`config.mk`:
```
export PLATFORM = sky130hd
export DESIGN_NAME = sec_mon_link_sched
export DESIGN_NICKNAME = d
export VERILOG_FILES = /design/src/rtl/sec_mon_link_sched.sv
export SDC_FILE = /design/constraint.sdc
export NUM_CORES = 1
export LEC_CHECK = 0
export BUFFER_PORTS_ARGS = -buffer_cell sky130_fd_sc_hd__clkbuf_2
export CAP_MARGIN = 40
export CORE_MARGIN = 10
export CORE_UTILIZATION = 45
export CTS_BUF_LIST = sky130_fd_sc_hd__clkbuf_4 sky130_fd_sc_hd__clkbuf_8 sky130_fd_sc_hd__clkbuf_16
export DETAILED_ROUTE_END_ITERATION = 10
export PLACE_DENSITY_LB_ADDON = 0.12
export SKIP_LAST_GASP = 1
export SYNTH_ARGS = -nofsm -noshare
export SYNTH_HDL_FRONTEND = slang
export SYNTH_SLANG_ARGS = --single-unit
```
`constraint.sdc`:
```
create_clock -name wb_clk_i -period 3.84 [get_ports wb_clk_i]
set_clock_uncertainty 0.05 [all_clocks]
set_input_delay 0.768 -clock wb_clk_i [delete_from_list [all_inputs] [get_ports wb_clk_i]]
set_output_delay 0.768 -clock wb_clk_i [all_outputs]
set_load 0.005 [all_outputs]
```
`src/rtl/sec_mon_link_sched.sv`:
```
// Challenge/response scheduler for the security-monitor serial link.
// Issues LFSR challenges each period, checks the keyed echo, escalates repeated failures to an alarm.
module sec_mon_link_sched #(
    parameter int          TIMEOUT   = 1024,
    parameter int          MAX_FAIL  = 3,
    parameter logic [7:0]  KEY       = 8'hA5,
    parameter logic [7:0]  LFSR_SEED = 8'h5A
) (
    input  logic        wb_clk_i,
    input  logic        wb_rst_n,
    input  logic        en_i,
    input  logic [15:0] period_i,
    input  logic        clr_alarm_i,
    output logic [7:0]  tx_data_o,
    output logic        tx_valid_o,
    input  logic        tx_ready_i,
    input  logic [7:0]  rx_data_i,
    input  logic        rx_valid_i,
    output logic        alarm_o,
    output logic [3:0]  fail_cnt_o,
    output logic [15:0] ok_cnt_o,
    output logic        busy_o,
    output logic [2:0]  state_o
);
    localparam int         TW         = $clog2(TIMEOUT + 1);
    localparam logic [3:0] MAX_FAIL_L = 4'(MAX_FAIL);

    typedef enum logic [2:0] {
        ST_IDLE  = 3'd0,
        ST_WAIT  = 3'd1,
        ST_SEND  = 3'd2,
        ST_AWAIT = 3'd3,
        ST_ALARM = 3'd4
    } state_t;

    state_t      state_reg, state_next;
    logic [15:0] pcnt_reg, pcnt_next;
    logic [TW-1:0] tcnt_reg, tcnt_next;
    logic [7:0]  lfsr_reg, lfsr_next;
    logic [7:0]  expected_reg, expected_next;
    logic [7:0]  tx_data_reg, tx_data_next;
    logic        tx_valid_reg, tx_valid_next;
    logic        alarm_reg, alarm_next;
    logic [3:0]  fail_cnt_reg, fail_cnt_next;
    logic [15:0] ok_cnt_reg, ok_cnt_next;

    logic [15:0] period_load;
    logic [3:0]  fail_inc;
    logic        handshake, pass_ev, fail_ev, alarm_trip;

    assign period_load = (period_i == 16'd0) ? 16'd1 : period_i;
    assign fail_inc    = (fail_cnt_reg == 4'hF) ? 4'hF : fail_cnt_reg + 4'd1;
    assign handshake   = (state_reg == ST_SEND) && tx_ready_i;
    // A response arriving on the expiry cycle is judged on its data; the timeout only fires without rx.
    assign pass_ev     = (state_reg == ST_AWAIT) && en_i && rx_valid_i && (rx_data_i == expected_reg);
    assign fail_ev     = (state_reg == ST_AWAIT) && en_i &&
                         ((rx_valid_i && (rx_data_i != expected_reg)) ||
                          (!rx_valid_i && (tcnt_reg == TW'(1))));
    assign alarm_trip  = fail_ev && !clr_alarm_i && (fail_inc >= MAX_FAIL_L);

    always_ff @(posedge wb_clk_i or negedge wb_rst_n) begin
        if (!wb_rst_n) begin
            state_reg    <= ST_IDLE;
            pcnt_reg     <= 16'd0;
            tcnt_reg     <= '0;
            lfsr_reg     <= LFSR_SEED;
            expected_reg <= 8'd0;
            tx_data_reg  <= 8'd0;
            tx_valid_reg <= 1'b0;
            alarm_reg    <= 1'b0;
            fail_cnt_reg <= 4'd0;
            ok_cnt_reg   <= 16'd0;
        end else begin
            state_reg    <= state_next;
            pcnt_reg     <= pcnt_next;
            tcnt_reg     <= tcnt_next;
            lfsr_reg     <= lfsr_next;
            expected_reg <= expected_next;
            tx_data_reg  <= tx_data_next;
            tx_valid_reg <= tx_valid_next;
            alarm_reg    <= alarm_next;
            fail_cnt_reg <= fail_cnt_next;
            ok_cnt_reg   <= ok_cnt_next;
        end
    end

    always_comb begin
        state_next = state_reg;
        case (state_reg)
            ST_IDLE:  if (en_i) state_next = ST_WAIT;
            ST_WAIT: begin
                if (!en_i)                  state_next = ST_IDLE;
                else if (pcnt_reg == 16'd1) state_next = ST_SEND;
            end
            ST_SEND:  if (handshake) state_next = en_i ? ST_AWAIT : ST_IDLE;
            ST_AWAIT: begin
                if (!en_i)           state_next = ST_IDLE;
                else if (alarm_trip) state_next = ST_ALARM;
                else if (pass_ev || fail_ev) state_next = ST_WAIT;
            end
            ST_ALARM: if (clr_alarm_i) state_next = ST_IDLE;
            default:  state_next = ST_IDLE;
        endcase
    end

    always_comb begin
        pcnt_next     = pcnt_reg;
        tcnt_next     = tcnt_reg;
        lfsr_next     = lfsr_reg;
        expected_next = expected_reg;
        tx_data_next  = tx_data_reg;
        tx_valid_next = tx_valid_reg;
        alarm_next    = alarm_reg;
        fail_cnt_next = fail_cnt_reg;
        ok_cnt_next   = ok_cnt_reg;

        if (state_reg == ST_IDLE && en_i)
            pcnt_next = period_load;
        if (state_reg == ST_WAIT && en_i) begin
            if (pcnt_reg == 16'd1) begin
                tx_valid_next = 1'b1;
                tx_data_next  = lfsr_reg;
            end else begin
                pcnt_next = pcnt_reg - 16'd1;
            end
        end
        if (handshake) begin
            tx_valid_next = 1'b0;
            expected_next = lfsr_reg ^ KEY;
            // Galois step, shift right, feedback mask 0xB8 (x^8+x^6+x^5+x^4+1)
            lfsr_next     = (lfsr_reg >> 1) ^ (lfsr_reg[0] ? 8'hB8 : 8'h00);
            tcnt_next     = TW'(TIMEOUT);
        end
        if (state_reg == ST_AWAIT && tcnt_reg != '0)
            tcnt_next = tcnt_reg - TW'(1);
        if ((pass_ev || fail_ev) && !alarm_trip)
            pcnt_next = period_load;
        if (pass_ev && ok_cnt_reg != 16'hFFFF)
            ok_cnt_next = ok_cnt_reg + 16'd1;

        if (clr_alarm_i)  fail_cnt_next = 4'd0;
        else if (fail_ev) fail_cnt_next = fail_inc;
        else if (pass_ev) fail_cnt_next = 4'd0;

        if (alarm_trip) begin
            alarm_next    = 1'b1;
            tx_valid_next = 1'b0;
        end
        if (state_reg == ST_ALARM && clr_alarm_i)
            alarm_next = 1'b0;
    end

    assign tx_data_o  = tx_data_reg;
    assign tx_valid_o = tx_valid_reg;
    assign alarm_o    = alarm_reg;
    assign fail_cnt_o = fail_cnt_reg;
    assign ok_cnt_o   = ok_cnt_reg;
    assign state_o    = state_reg;
    assign busy_o     = (state_reg == ST_SEND) || (state_reg == ST_AWAIT);

endmodule

```
After elaboration in Yosys (flattened, before gate mapping)
Cells that the tools add are included.
- add/sub/neg operators: 4
- $mul: 0
- div/mod/pow operators: 0
- magnitude comparators: 1
- equality and inequality tests: 15
- shifts and indexed selects: 0
- muxes and demuxes: 28
- bitwise gates (word level): 2
- reduce and logical (&&, ||, !) cells: 32
- operators with widths (cell ; number):
    16-bit two-way mux ; 5
    3-bit two-way mux ; 8
    11-bit two-way mux ; 2
    16-bit by 1-bit adder with 16-bit output, second input constant ; 1
    16-bit by 1-bit == test with 1-bit output, second input constant ; 1
    16-bit logical NOT ; 1
    4-bit two-way mux ; 4
    16-bit inequality test, second input constant ; 1
    16-bit by 1-bit subtractor with 16-bit output, second input constant ; 1
    1-bit logical AND ; 15
    3-bit case mux with 5 select lines ; 1
    11-bit by 1-bit == test with 1-bit output, second input constant ; 1
    11-bit nonzero test ; 1
    11-bit by 1-bit subtractor with 11-bit output, second input constant ; 1
    3-bit nonzero test ; 3
    8-bit == test ; 1
    8-bit two-way mux ; 1
    8-bit inequality test ; 1
    7-bit by 8-bit XOR with 8-bit output ; 1
    3-bit by 2-bit == test with 1-bit output, second input constant ; 2
    1-bit two-way mux ; 6
    2-bit inequality test, second input constant ; 3
    5-bit AND reduction ; 1
    4-bit by 1-bit adder with 4-bit output, second input constant ; 1
    other kinds (13) ; 19
- bits in registers: 76
- bits in latches: 0
- bits in writable memories: 0
- memory bits (read-only): 0
- bits of input ports: 30
- logic and storage cells: 92
- memories kept: 0

Depth between registers and ports, before layout
- depth after elaboration: 9
- depth in mapped cells: 9
- gate-level depth less buffers: 8

Worst setup path after synthesis
Ideal clock, no wire load.
- path type: input to register
- start: input rx_data_i[3]
- end: register ok_cnt_reg[8], in the netlist ok_cnt_o[8]
- arrival: 2.193 ns
- path slack: 1.473 ns
- stages: 6
- path buffers: 0
- path through: xnor2_1 nand4_1 or3_4 a2111oi_4 or3b_1 xnor2_1
- cells in the longest elaborated chain, start to end: 3
- RTL lines (element ; RTL line ; RTL):
    start, declared ; 17 ; input logic [7:0] rx_data_i,
    8-bit == test ; 55 ; assign pass_ev = (state_reg == ST_AWAIT) && en_i && rx_valid_i && (rx_data_i == expected_reg);
    1-bit logical AND ; 55 ;
    1-bit logical AND ; 138 ; if (pass_ev && ok_cnt_reg != 16'hFFFF)
    end signal, assigned ; 83 ; ok_cnt_reg <= ok_cnt_next;
    end, declared ; 45 ; logic [15:0] ok_cnt_reg, ok_cnt_next;
No other way between the ends.
A chain may end at the register's enable or synchronous reset.

Worst setup path in the final report
- start: register tcnt_reg[2]
- end: register pcnt_reg[6]
- cells in the longest elaborated chain, start to end: 9
- elaborated cells between the ends (all ways): 10
- classes of those cells: eq/ne (1); mux (1); reduce/logical (8)
- RTL lines (element ; RTL line ; RTL):
    start, declared ; 38 ; logic [TW-1:0] tcnt_reg, tcnt_next;
    start signal, assigned ; 76 ; tcnt_reg <= tcnt_next;
    11-bit by 1-bit == test with 1-bit output * ; 58 ; (!rx_valid_i && (tcnt_reg == TW'(1))));
    1-bit logical AND * ; 58 ;
    1-bit logical OR * ; 57 ; ((rx_valid_i && (rx_data_i != expected_reg)) ||
    1-bit logical AND * ; 56 ; assign fail_ev = (state_reg == ST_AWAIT) && en_i &&
    1-bit logical AND (2 in series) ; 59 ; assign alarm_trip = fail_ev && !clr_alarm_i && (fail_inc >= MAX_FAIL_L);
    1-bit logical NOT ; 136 ; if ((pass_ev || fail_ev) && !alarm_trip)
    1-bit logical AND * ; 136 ;
    16-bit two-way mux * ; 136 ;
    named net pcnt_next[6] ; 37 ; logic [15:0] pcnt_reg, pcnt_next;
    end signal, assigned ; 75 ; pcnt_reg <= pcnt_next;
    end, declared ; 37 ;
The timed path passes the listed nets; every way through them passes the cells marked *.

==> impl_metrics.csv <==
group,metric,value,unit
outcome,status,"finished, final reports clean",
sta,hold_viol_final,0,
routing,drt_wl_total,9.45,mm
synth,ys_top_cells_by_area,"dfrtp_1 (45%), nand2_1 (5.2%), xnor2_1 (4.2%), nor2_1 (3.2%), o22a_1 (3.1%)",
synth,synth_enable_flop_cells,0,
worst_setup_path,r2r_end,"pcnt_reg[6]",
cells_and_area,final_nets,498,
sta,period_share,0.678,
clocking,post_cts_resized,0,
clocking,htreeDepth,3,
floorplan,die_h,113,um
placement,port_buffers,63,
placement,gp_congestion,0.801,
worst_hold_path,hp-class,"input port to asynchronous set/reset pin",
clocking,clk_latency,0.35,ns
clocking,postCtsHoldBufs,0,
power,total_power,1.63,mW
power,intPower,1.16,mW
synth,ys_seq_elements,74,
routing,ant_nets,0,
power,p_leak,2.01,nW
routing,drc,0,
worst_setup_path,cp.required,4.02,ns
sta,rsz0062_at_grt,"no",
floorplan,pin_count,64,
synth,synth_top_flop_cell,"dfrtp_1",
routing,drt_iter0_drc,112,
power,seqPwrFrac,0.540,
synth,yosysMostFrequentCell,"dfrtp_1",
power,pwr-share-clk,0.343,
placement,place_worst_setup_slack,1.04,ns
cells_and_area,syn2layout_area_growth,15.3,%
worst_setup_path,arrival,2.79,ns
clocking,path_clk_slew,0.09,ns
global_routing,grt-ovfl-total,0,
clocking,cts_sinks,74,
sta,tns,0,ns
synth,syn_nets,434,
clocking,post_cts_buffers,0,
power,p_per_area,359,nW/um2
worst_setup_path,timing.rr.start,"tcnt_reg[2]",
power,vdd_ir_drop_max,0.151,mV
routing,vias,3178,
clocking,cts.path.max_buffers,2,
synth,yosysWarnings,0,
clocking,cts_tree,"built",
run,max_cap_violations,0,
worst_setup_path,critPathCaptureType,"flop",
floorplan,core-area,8590,um2
synth,ys_types,58,
clocking,root_buffer,"clkbuf_8",
clocking,cts_made_buffers,9,
worst_setup_path,start_kind,"flop",
synth,synth_top_area_share,0.446,
floorplan,design.die.area,12900,um2
floorplan,rows,34,
worst_setup_path,ff2ff_setup_slack,1.24,ns
synth,syn_area_per_cell,9.87,um2
global_routing,grt_pass1_wl,16.1,mm
sta,final_max_slew_viol_count,0,
placement,dp_hpwl,7.06,mm
synth,syn_inst,398,
sta,finalWorstSetupSlack,1.24,ns
worst_setup_path,ff2ff_path_depth,6,
routing,viasPerCell,5.53,
sta,worstMarginPinSlew,0.738,ns
synth,async_flop_share,1.00,
sta,period_needed,2.60,ns
placement,dpl.cell_count,559,
sta,hold_ws,0.242,ns
global_routing,grt_max_degree,55,
floorplan,start_util,0.457,
worst_setup_path,crit_fanout,18,
global_routing,grt_pass1_vias,3143,
synth,ys_seq_area_frac,0.472,
sta,max_freq,0.384,GHz
cells_and_area,finalNonFillerCells,575,
cells_and_area,drive_gt1_frac,0.238,
power,p_sw_frac,0.285,
routing,drt_pass1_iterations,4,
synth,synth_area,3930,um2
worst_setup_path,path_class,"flop to flop",
sta,maxSlewHeadroom,0.504,
floorplan,die_w,113,um
global_routing,track_usage,0.152,
synth,yosysTopAreaCell,"dfrtp_1",
cells_and_area,antenna_cells,0,
synth,synthTopCellsByCount,"dfrtp_1 (70), nand2_1 (54), nor2_1 (34), o21ai_0 (21), xnor2_1 (19)",
power,p_switching,0.464,mW
routing,wire_per_inst,16.4,um
sta,setup_viol,0,
power,combPwrFrac,0.116,
global_routing,antenna_found_initial,0,
metal layers:
| metal | wire, um | GRT usage | part of all wire |
|---|---|---|---|
| met5 | 0 | 0 | 0 |
| met1 | 4590 | 0.205 | 0.49 |
| met4 | 139 | 0.0474 | 0.015 |
| met3 | 386 | 0.0367 | 0.041 |
| met2 | 4340 | 0.235 | 0.46 |
power by group through the flow:
stage	sequential [mW]	clock, mW	combinational [mW]
floorplan	0.878	0	0.130
global placement	0.892	0	0.182
detailed placement	0.893	0	0.192
CTS	0.879	0.572	0.192
global route	0.889	0.615	0.216
finish	0.879	0.558	0.189
logic make-up after synthesis:
kind of cell    after synthesis  share of synthesized area
simple gates                167                      0.221
compound gates               86                      0.154
buf+inv                      22                     0.0274
flops                        74                      0.472
xor+xnor                     27                     0.0621
fa+ha+maj                     6                     0.0191
mux                          16                     0.0439
critical path, stage by stage (launching register included):
cell      delay (ns)
dfrtp_1         0.46
nor4_4          0.50
a41oi_2         0.27
nand2b_4        0.23
a21oi_4         0.43
nor2_2          0.27
o22a_1          0.28
per-stage QoR:
| stage | area (um2) | util |
|---|---|---|
| floorplan | 3930 | - |
| finish | 4530 | 0.527 |
| detailed placement | 4350 | 0.506 |
| CTS | 4530 | 0.527 |
| global route | 4530 | 0.527 |
| global placement | 4320 | 0.503 |
placed cells by master (no fill, tap or decap), drive strengths merged, types with 7 or more instances in the layout:
cell type  count
clkbuf        72
nand2         54
a211oi         7
nor2          35
dfrtp         70
o21ai         22
nor4           8
a21oi         19
mux2          10
nor3          15
nand3         18
a31oi          7
o22a          14
xor2           7
inv           10
xnor2         20
area by class of cell:
| cell class | count | area [um2] |
|---|---|---|
| clock buffer | 10 | 138 |
| clock inverter | 6 | 41.3 |
| fill | 827 | 4060 |
| inverter | 9 | 33.8 |
| multi-input combinational | 302 | 1970 |
| sequential | 74 | 1860 |
| tap | 108 | 135 |
| timing repair buffer | 66 | 360 |
worst max path at each step:
stage            startpoint            to  slack (ns)  depth (start not counted)
2_1_floorplan  rx_data_i[3]   ok_cnt_o[8]        1.47                          6
3_3_place_gp   rx_data_i[0]  pcnt_reg[10]        1.07                          7
3_5_place_dp   rx_data_i[0]   pcnt_reg[3]        1.04                          7
4_1_cts         tcnt_reg[2]  pcnt_reg[13]        1.26                          6
5_1_grt         tcnt_reg[2]  pcnt_reg[13]        1.03                          6
6_report        tcnt_reg[2]   pcnt_reg[6]        1.24                          6
No activity file was read; power rests on OpenSTA's default activity.
